==> src/rtl/uart_rx_ctrl_pkg.sv <==
// Shared constants and state encoding for the UART receive frame sequencer.
package uart_rx_pkg;

  localparam int DATA_W   = 8;
  localparam int PRESC_W  = 6;
  localparam int STRB_OFS = 2;

  typedef enum logic [2:0] {
    IDLE   = 3'd0,
    START  = 3'd1,
    DATA   = 3'd2,
    PARITY = 3'd3,
    STOP   = 3'd4
  } rx_state_e;

  // Strobes are registered, so they are armed one edge before Prescale-STRB_OFS.
  function automatic logic [PRESC_W-1:0] strb_pre(input logic [PRESC_W-1:0] presc);
    return presc - PRESC_W'(STRB_OFS + 1);
  endfunction

endpackage

==> src/rtl/uart_rx_ctrl_if.sv <==
// Strobe/result handshake between the frame sequencer and the start/data/parity/stop checkers.
interface uart_rx_ctrl_if;
  logic deser_en;
  logic strt_chk_en;
  logic par_chk_en;
  logic stp_chk_en;
  logic strt_glitch;
  logic par_err;
  logic stp_err;

  modport master (
    output deser_en, strt_chk_en, par_chk_en, stp_chk_en,
    input  strt_glitch, par_err, stp_err
  );

  modport slave (
    input  deser_en, strt_chk_en, par_chk_en, stp_chk_en,
    output strt_glitch, par_err, stp_err
  );
endinterface

==> src/rtl/uart_rx_edge_bit_cnt.sv <==
// Oversampling edge counter and data-bit counter; wraps at the latched Prescale-1.
module uart_rx_edge_bit_cnt
  import uart_rx_pkg::*;
(
  input  logic               clk_i,
  input  logic               rst_i,
  input  logic               cnt_en_i,
  input  logic               bit_inc_i,
  input  logic [PRESC_W-1:0] presc_i,
  output logic [PRESC_W-1:0] edge_cnt_o,
  output logic [3:0]         bit_cnt_o,
  output logic               bit_end_o,
  output logic               last_bit_o
);

  logic [PRESC_W-1:0] edge_q, edge_d;
  logic [3:0]         bit_q, bit_d;

  always_comb begin
    bit_end_o  = cnt_en_i && (edge_q == presc_i - PRESC_W'(1));
    last_bit_o = (bit_q == 4'(DATA_W - 1));
    edge_d     = '0;
    if (cnt_en_i && !bit_end_o) edge_d = edge_q + PRESC_W'(1);
    bit_d = bit_q;
    if (bit_inc_i && bit_end_o) bit_d = last_bit_o ? 4'd0 : bit_q + 4'd1;
  end

  // NOTE: sequential state uses non-blocking assignments so every register samples pre-edge values.
  always_ff @(posedge clk_i) begin
    if (rst_i) begin
      edge_q <= '0;
      bit_q  <= '0;
    end else begin
      edge_q <= edge_d;
      bit_q  <= bit_d;
    end
  end

  assign edge_cnt_o = edge_q;
  assign bit_cnt_o  = bit_q;

endmodule

==> src/rtl/uart_rx_ctrl.sv <==
// UART receive frame sequencer: start detection, bit timing, checker strobes and data_valid.
module uart_rx_ctrl
  import uart_rx_pkg::*;
(
  input  logic               CLK,
  input  logic               RST,
  input  logic               RX_IN,
  input  logic               PAR_EN,
  input  logic [PRESC_W-1:0] Prescale,
  output logic               dat_samp_en,
  output logic [PRESC_W-1:0] edge_cnt,
  output logic [3:0]         bit_cnt,
  output logic               data_valid,
  uart_rx_ctrl_if.master     chk
);

  rx_state_e          state_q, state_d;
  logic [PRESC_W-1:0] presc_q;
  logic               par_en_q, frame_err_q;
  logic               samp_q, strt_q, deser_q, par_q, stp_q, dv_q;
  logic               bit_end, last_bit, strb_arm;

  uart_rx_edge_bit_cnt u_cnt (
    .clk_i      (CLK),
    .rst_i      (RST),
    .cnt_en_i   (state_q != IDLE),
    .bit_inc_i  (state_q == DATA),
    .presc_i    (presc_q),
    .edge_cnt_o (edge_cnt),
    .bit_cnt_o  (bit_cnt),
    .bit_end_o  (bit_end),
    .last_bit_o (last_bit)
  );

  assign strb_arm = (edge_cnt == strb_pre(presc_q));

  // NOTE: the default assignment first keeps this combinational block latch-free.
  always_comb begin
    state_d = state_q;
    case (state_q)
      IDLE:    if (!RX_IN) state_d = START;
      START:   if (bit_end) state_d = chk.strt_glitch ? IDLE : DATA;
      DATA:    if (bit_end && last_bit) state_d = par_en_q ? PARITY : STOP;
      PARITY:  if (bit_end) state_d = STOP;
      STOP:    if (bit_end) state_d = IDLE;
      default: state_d = IDLE;
    endcase
  end

  always_ff @(posedge CLK) begin
    if (RST) begin
      state_q     <= IDLE;
      presc_q     <= '0;
      par_en_q    <= 1'b0;
      frame_err_q <= 1'b0;
      samp_q      <= 1'b0;
      strt_q      <= 1'b0;
      deser_q     <= 1'b0;
      par_q       <= 1'b0;
      stp_q       <= 1'b0;
      dv_q        <= 1'b0;
    end else begin
      state_q <= state_d;
      samp_q  <= (state_d != IDLE);
      // The arm point never coincides with bit end, so the current state is the strobe's state.
      strt_q  <= (state_q == START)  && strb_arm;
      deser_q <= (state_q == DATA)   && strb_arm;
      par_q   <= (state_q == PARITY) && strb_arm;
      stp_q   <= (state_q == STOP)   && strb_arm;
      dv_q    <= (state_q == STOP) && bit_end && !chk.stp_err && !(par_en_q && frame_err_q);
      if (state_q == IDLE && !RX_IN) begin
        presc_q     <= Prescale;
        par_en_q    <= PAR_EN;
        frame_err_q <= 1'b0;
      end
      if (state_q == PARITY && bit_end) frame_err_q <= chk.par_err;
    end
  end

  assign dat_samp_en     = samp_q;
  assign data_valid      = dv_q;
  assign chk.strt_chk_en = strt_q;
  assign chk.deser_en    = deser_q;
  assign chk.par_chk_en  = par_q;
  assign chk.stp_chk_en  = stp_q;

endmodule

==> src/flat_wrapper.sv <==
// flat-port wrapper written by rule: the top's interface ports become plain ports
module uart_rx_ctrl_flat import uart_rx_pkg::*;
  (CLK, RST, RX_IN, PAR_EN, Prescale, dat_samp_en, edge_cnt, bit_cnt, data_valid, chk_deser_en, chk_strt_chk_en, chk_par_chk_en, chk_stp_chk_en, chk_strt_glitch, chk_par_err, chk_stp_err);
  uart_rx_ctrl_if chk_i ();
  input  logic CLK;
  input  logic RST;
  input  logic RX_IN;
  input  logic PAR_EN;
  input  logic [PRESC_W-1:0] Prescale;
  output logic dat_samp_en;
  output logic [PRESC_W-1:0] edge_cnt;
  output logic [3:0] bit_cnt;
  output logic data_valid;
  output wire logic [$bits(chk_i.deser_en)-1:0] chk_deser_en;
  output wire logic [$bits(chk_i.strt_chk_en)-1:0] chk_strt_chk_en;
  output wire logic [$bits(chk_i.par_chk_en)-1:0] chk_par_chk_en;
  output wire logic [$bits(chk_i.stp_chk_en)-1:0] chk_stp_chk_en;
  input wire logic [$bits(chk_i.strt_glitch)-1:0] chk_strt_glitch;
  input wire logic [$bits(chk_i.par_err)-1:0] chk_par_err;
  input wire logic [$bits(chk_i.stp_err)-1:0] chk_stp_err;
  assign chk_deser_en = chk_i.deser_en;
  assign chk_strt_chk_en = chk_i.strt_chk_en;
  assign chk_par_chk_en = chk_i.par_chk_en;
  assign chk_stp_chk_en = chk_i.stp_chk_en;
  assign chk_i.strt_glitch = chk_strt_glitch;
  assign chk_i.par_err = chk_par_err;
  assign chk_i.stp_err = chk_stp_err;
  uart_rx_ctrl u_core (.CLK(CLK), .RST(RST), .RX_IN(RX_IN), .PAR_EN(PAR_EN), .Prescale(Prescale), .dat_samp_en(dat_samp_en), .edge_cnt(edge_cnt), .bit_cnt(bit_cnt), .data_valid(data_valid), .chk(chk_i));
endmodule
==> config.mk <==
export PLATFORM = sky130hd
export DESIGN_NAME = uart_rx_ctrl_flat
export DESIGN_NICKNAME = d
export VERILOG_FILES = /design/src/rtl/uart_rx_ctrl_pkg.sv /design/src/rtl/uart_rx_ctrl_if.sv /design/src/rtl/uart_rx_edge_bit_cnt.sv /design/src/rtl/uart_rx_ctrl.sv /design/src/flat_wrapper.sv
export SDC_FILE = /design/constraint.sdc
export NUM_CORES = 1
export LEC_CHECK = 0
export ABC_AREA = 1
export CAP_MARGIN = 10
export CORE_ASPECT_RATIO = 1.25
export CORE_MARGIN = 5
export CORE_UTILIZATION = 25
export CTS_CLUSTER_SIZE = 10
export DETAILED_ROUTE_END_ITERATION = 10
export PLACE_DENSITY_LB_ADDON = 0.12
export SLEW_MARGIN = 40
export SYNTH_ARGS = -nofsm -noshare
export SYNTH_HDL_FRONTEND = slang
export SYNTH_SLANG_ARGS = --single-unit
==> constraint.sdc <==
create_clock -name CLK -period 4.1 [get_ports CLK]
set_clock_uncertainty 0.15 [all_clocks]
set_input_delay 1.025 -clock CLK [delete_from_list [all_inputs] [get_ports CLK]]
set_output_delay 1.025 -clock CLK [all_outputs]
set_load 0.02 [all_outputs]
; ---- After elaboration in Yosys (flattened, before gate mapping)
; Index checks and enable logic that the tools add are counted.
[word_totals]
register_bits = 27
inputBits = 13
memories = 0
out_inout_bits = 16
ram_bits = 0
wordCells = 58
romBits = 0
latchBits = 0
[op_classes]
n_div = 0
n_eq_ne = 7
n_mux = 11
reduce_logical = 23
bitwise_logic = 1
shift = 0
addsub = 4
n_lt_le_gt_ge = 0
multipliers = 0
[ops]
columns = operator, n
row1 = $mux 3, 6
row2 = $pmux 3 s5, 1
row3 = $logic_and 1x1->1, 14
row4 = $eq 6x6->1, 2
row5 = $add 6x1->6 const B, 1
row6 = $eq 3x2->1 const B, 2
row7 = $reduce_bool 3->1, 2
row8 = $sub 6x1->6 const B, 1
row9 = $sub 6x2->6 const B, 1
row10 = $add 4x1->4 const B, 1
row11 = $eq 4x3->1 const B, 1
row12 = $logic_not 1->1, 4
row13 = $mux 4, 1
row14 = $eq 3x1->1 const B, 1
row15 = $eq 3x3->1 const B, 1
row16 = $logic_not 3->1, 1
row17 = $mux 1, 2
row18 = $mux 2, 1
row19 = $reduce_bool 2->1, 1
row20 = $reduce_or 2->1, 1
row21 = $not 1->1, 1

; ---- Depth between registers and ports, before layout
[logic_depth]
ltp_word = 7
ltp_mapped = 15
mapped_depth_nobuf = 15

; ---- Hierarchy
; Synthesis repeated with hierarchy kept, for this count alone.
[unflattened]
cells_unflattened = 256
hier_area_um2 = 1642.8
[by_module_without_submodules]
columns = mod, seq_area_each_um2, cells_per_inst, area_per_inst_um2, n_inst
row1 = uart_rx_ctrl, 340.3, 135, 909.6, 1
row2 = uart_rx_edge_bit_cnt, 200.2, 121, 733.2, 1

; ---- Worst setup path before layout
; No wires, ideal clock.
[synth_path]
path_kind = input -> register
start = input RX_IN
end = register u_core.par_en_q
cell_stages = 5
setup_ns = 0.119
path_slack_ns = 2.054
t_arrival_ns = 1.777
required_ns = 3.831
path_cell_list = or2_2 clkbuf_1 buf_2 o21ai_0 a21oi_1
[synth_via]
elab_chain_len = 2
[synth_rtl]
columns = element, line
row1 = "start, declared", flat_wrapper.sv:7  ; input logic RX_IN;
row2 = $logic_not 1->1, n/a
row3 = $logic_and 1x1->1, uart_rx_ctrl.sv:71  ; if (state_q == IDLE && !RX_IN) begin
row4 = "end signal, assigned", uart_rx_ctrl.sv:54  ; par_en_q <= 1'b0;
row5 = "end signal, assigned", uart_rx_ctrl.sv:73  ; par_en_q <= PAR_EN;
row6 = "end, declared", uart_rx_ctrl.sv:19  ; logic par_en_q, frame_err_q;
; Every way passes these cells.
; A chain may end at the register's enable or synchronous reset.

; ---- Worst setup path after layout
[layout_path]
start = register u_core.u_cnt.edge_q[0] (netlist: u_core.u_cnt.edge_cnt_o[0])
end = output edge_cnt[0]
[layout_rtl]
columns = element, line
row1 = "start, declared", uart_rx_edge_bit_cnt.sv:16  ; logic [PRESC_W-1:0] edge_q, edge_d;
row2 = "start signal, assigned", uart_rx_edge_bit_cnt.sv:34  ; edge_q <= edge_d;
row3 = "end, declared", flat_wrapper.sv:11  ; output logic [PRESC_W-1:0] edge_cnt;
; No word-level cell between the ends.

==> results.cfg <==
[critical_path]
worst_setup_path_start_kind = flip-flop
crit_required_ns = 2.92
crit_chain = clkdlybuf4s50_1
ff2ff_setup_slack_ns = 1.92
crit_family = buffers and inverters
worst-path-buf-inv = 1
crit_slowest_cell = clkdlybuf4s50_1
cpPeakStageDelay_ns = 0.65
crit_fanout = 6
worstSetupPathType = reg -> out
arrival_ns = 1.36
end_kind = output pin

[cells_and_area]
fin_util_pct = 33.2
final_area_um2 = 1820
drive_gt1_share_pct = 6.17
area_growth_pct = 27.6
nNetsFinal = 261
fillers = 620
diodes = 0

[placement]
placed_area_um2 = 1770
gp_congestion = 0.766
port-buffer-count = 28
dp_hpwl_um = 2730

[timing]
rsz0062_at_grt = false
min_period_ns = 2.54
setup_tns_ns = 0
setup_viol = 0
slew_viol_final = 0
whs_ns = 0.297
hold_violations = 0
worstMarginPinSlew_ns = 0.364
slew_headroom_pct = 75.5
fmax_mhz = 394
timing.final.crit_share_pct = 61.9

[grt]
grt_pass1_wl_um = 6010
grtUsageTotal_pct = 10.1
grt_max_degree = 17
antenna_found_initial = 0
globalRouteOverflowTotal = 0
grt_pass1_vias = 1303

[cts]
cts_tree = yes
cts_buffers = 3
cts.htree.levels = 1
cts.sinks = 27
root_buffer = clkbuf_8
clock_path_buffers = 2
clk_pin_slew_ns = 0.09
post_cts_resized = 0
cts_setup_buffers = 0
ctsHoldBuffers = 0
clock_latency_ns = 0.27

[logic_synthesis]
yosysMostFrequentCell = nand2_1
syn_area_per_cell_um2 = 6.66
yosysWarnings = 0
synthTopCellsByArea = dfxtp_1 38%, nand2_1 16%, nor2_1 9.2%
ys_async_sr_fraction_pct = 0
yosysTopAreaCell = dfxtp_1
syn_area_um2 = 1430
yosys.area.top_type_share_pct = 37.9
ys_seq_area_share_pct = 37.9
ys_ff_latch = 27
synth_cell_types = 24
synth_edf_count = 0
syn_nets = 231
synthFlopType = dfxtp_1
syn-instance-count = 214
synth_common_cells = 60 x nand2_1, 35 x nor2_1, 27 x dfxtp_1, 27 x inv_1, 12 x a21oi_1

[route]
drc = 0
vias = 1320
wl_um = 3430
wl_per_cell_um = 11.2
drt_first_pass_iters = 4
drt_iter0_drc = 49
postRouteAntennaNets = 0
via_per_inst = 4.30

[run_status]
status = finished, final reports clean

[pwr]
pwr_density_cell_nw_per_um2 = 294
p_total_uw = 534
peakVddDrop_uv = 143
p_leak_nw = 0.762

[floorplanning]
core_area_um2 = 5480
die_area_um2 = 7320
fp.dieH_um = 94.4
die_w_um = 77.5
start_util_pct = 26.0
num_rows = 30
ios = 29

[worst_hold_path]
hold_class = reg -> reg

[job]
maxCapViolations = 0
==> worst reg2reg max path, cell delays in order (launching register included) <==
cell     delay (ns)
dfxtp_1        0.43
inv_2          0.09
ha_1           0.30
inv_1          0.04
nand2_1        0.05
nand2_1        0.06
nor2_1         0.11
nand2_1        0.10
nor2_4         0.15
nand3_4        0.15
nand2_1        0.09
nand2_1        0.05
nor2_1         0.14
nand2_1        0.07
nand2_1        0.06
nand2_1        0.05
==> state kept, by name, indices dropped and copies added, names as in the netlist, 3 cells and up <==
register,count
u_core.u_cnt.edge_cnt_o,6
u_core.u_cnt.bit_cnt_o,4
u_core.state_q,3
u_core.presc_q,6
==> final timing paths <==
| kind | start | end | depth (start not counted) |
|---|---|---|---|
| worst min-delay path | u_core.par_en_q | u_core.data_valid | 1 |
| worst min register to register | u_core.par_en_q | u_core.data_valid | 1 |
| worst max register to register | u_core.presc_q[0] | u_core.dat_samp_en | 15 |
| worst max-delay path | u_core.u_cnt.edge_cnt_o[0] | edge_cnt[0] | 1 |
==> metrics by stage <==
step	setup WS, ns	instances
2_1_floorplan	2.05	214
3_3_place_gp	1.45	303
6_report	1.56	307
3_5_place_dp	1.38	303
5_1_grt	1.49	307
4_1_cts	1.54	307
==> power by group <==
| part | switching (mW) | leakage [nW] | internal [mW] | total [mW] |
|---|---|---|---|---|
| registers | 0.00851 | 0.220 | 0.271 | 0.280 |
| clock network | 0.0822 | 0.0255 | 0.0680 | 0.150 |
| logic | 0.0644 | 0.516 | 0.0399 | 0.104 |
==> placed cells by master, fill, tap and decap left out, types with 4 or more instances in the layout <==
| cell | netlist | layout |
|---|---|---|
| nor2_1 | 35 | 35 |
| clkdlybuf4s50_1 | 0 | 28 |
| o21ai_0 | 11 | 11 |
| inv_1 | 27 | 27 |
| a21oi_1 | 12 | 12 |
| nand3_1 | 8 | 8 |
| dfxtp_1 | 27 | 27 |
| nand2_1 | 60 | 60 |
| ha_1 | 4 | 4 |
==> metal layers <==
layer | track usage, % | part of all wire (%)
met5 | 0 | 0
met2 | 16.1 | 45
met4 | 3.01 | 0.99
met3 | 2.10 | 3.6
met1 | 13.7 | 51
==> final cells by class <==
class                           count  area [um2]  share of cell area (%)
Clock buffer                        3        41.3                    2.27
Clock inverter                      1        5.00                   0.275
Inverter                           30         113                    6.19
Multi-Input combinational cell    154         758                    41.7
Sequential cell                    27         541                    29.7
Tap cell                           64        80.1                    4.40
Timing Repair Buffer               28         280                    15.4
==> kinds of logic after synthesis <==
group / Yosys count / synth area share [%]
xor+xnor: 4 / 2.46
compound gates: 27 / 10.0
simple gates: 119 / 37.2
buf+inv: 33 / 8.87
fa+ha+maj: 4 / 3.51
flops: 27 / 37.9
Power figures use the tool's default switching activity.
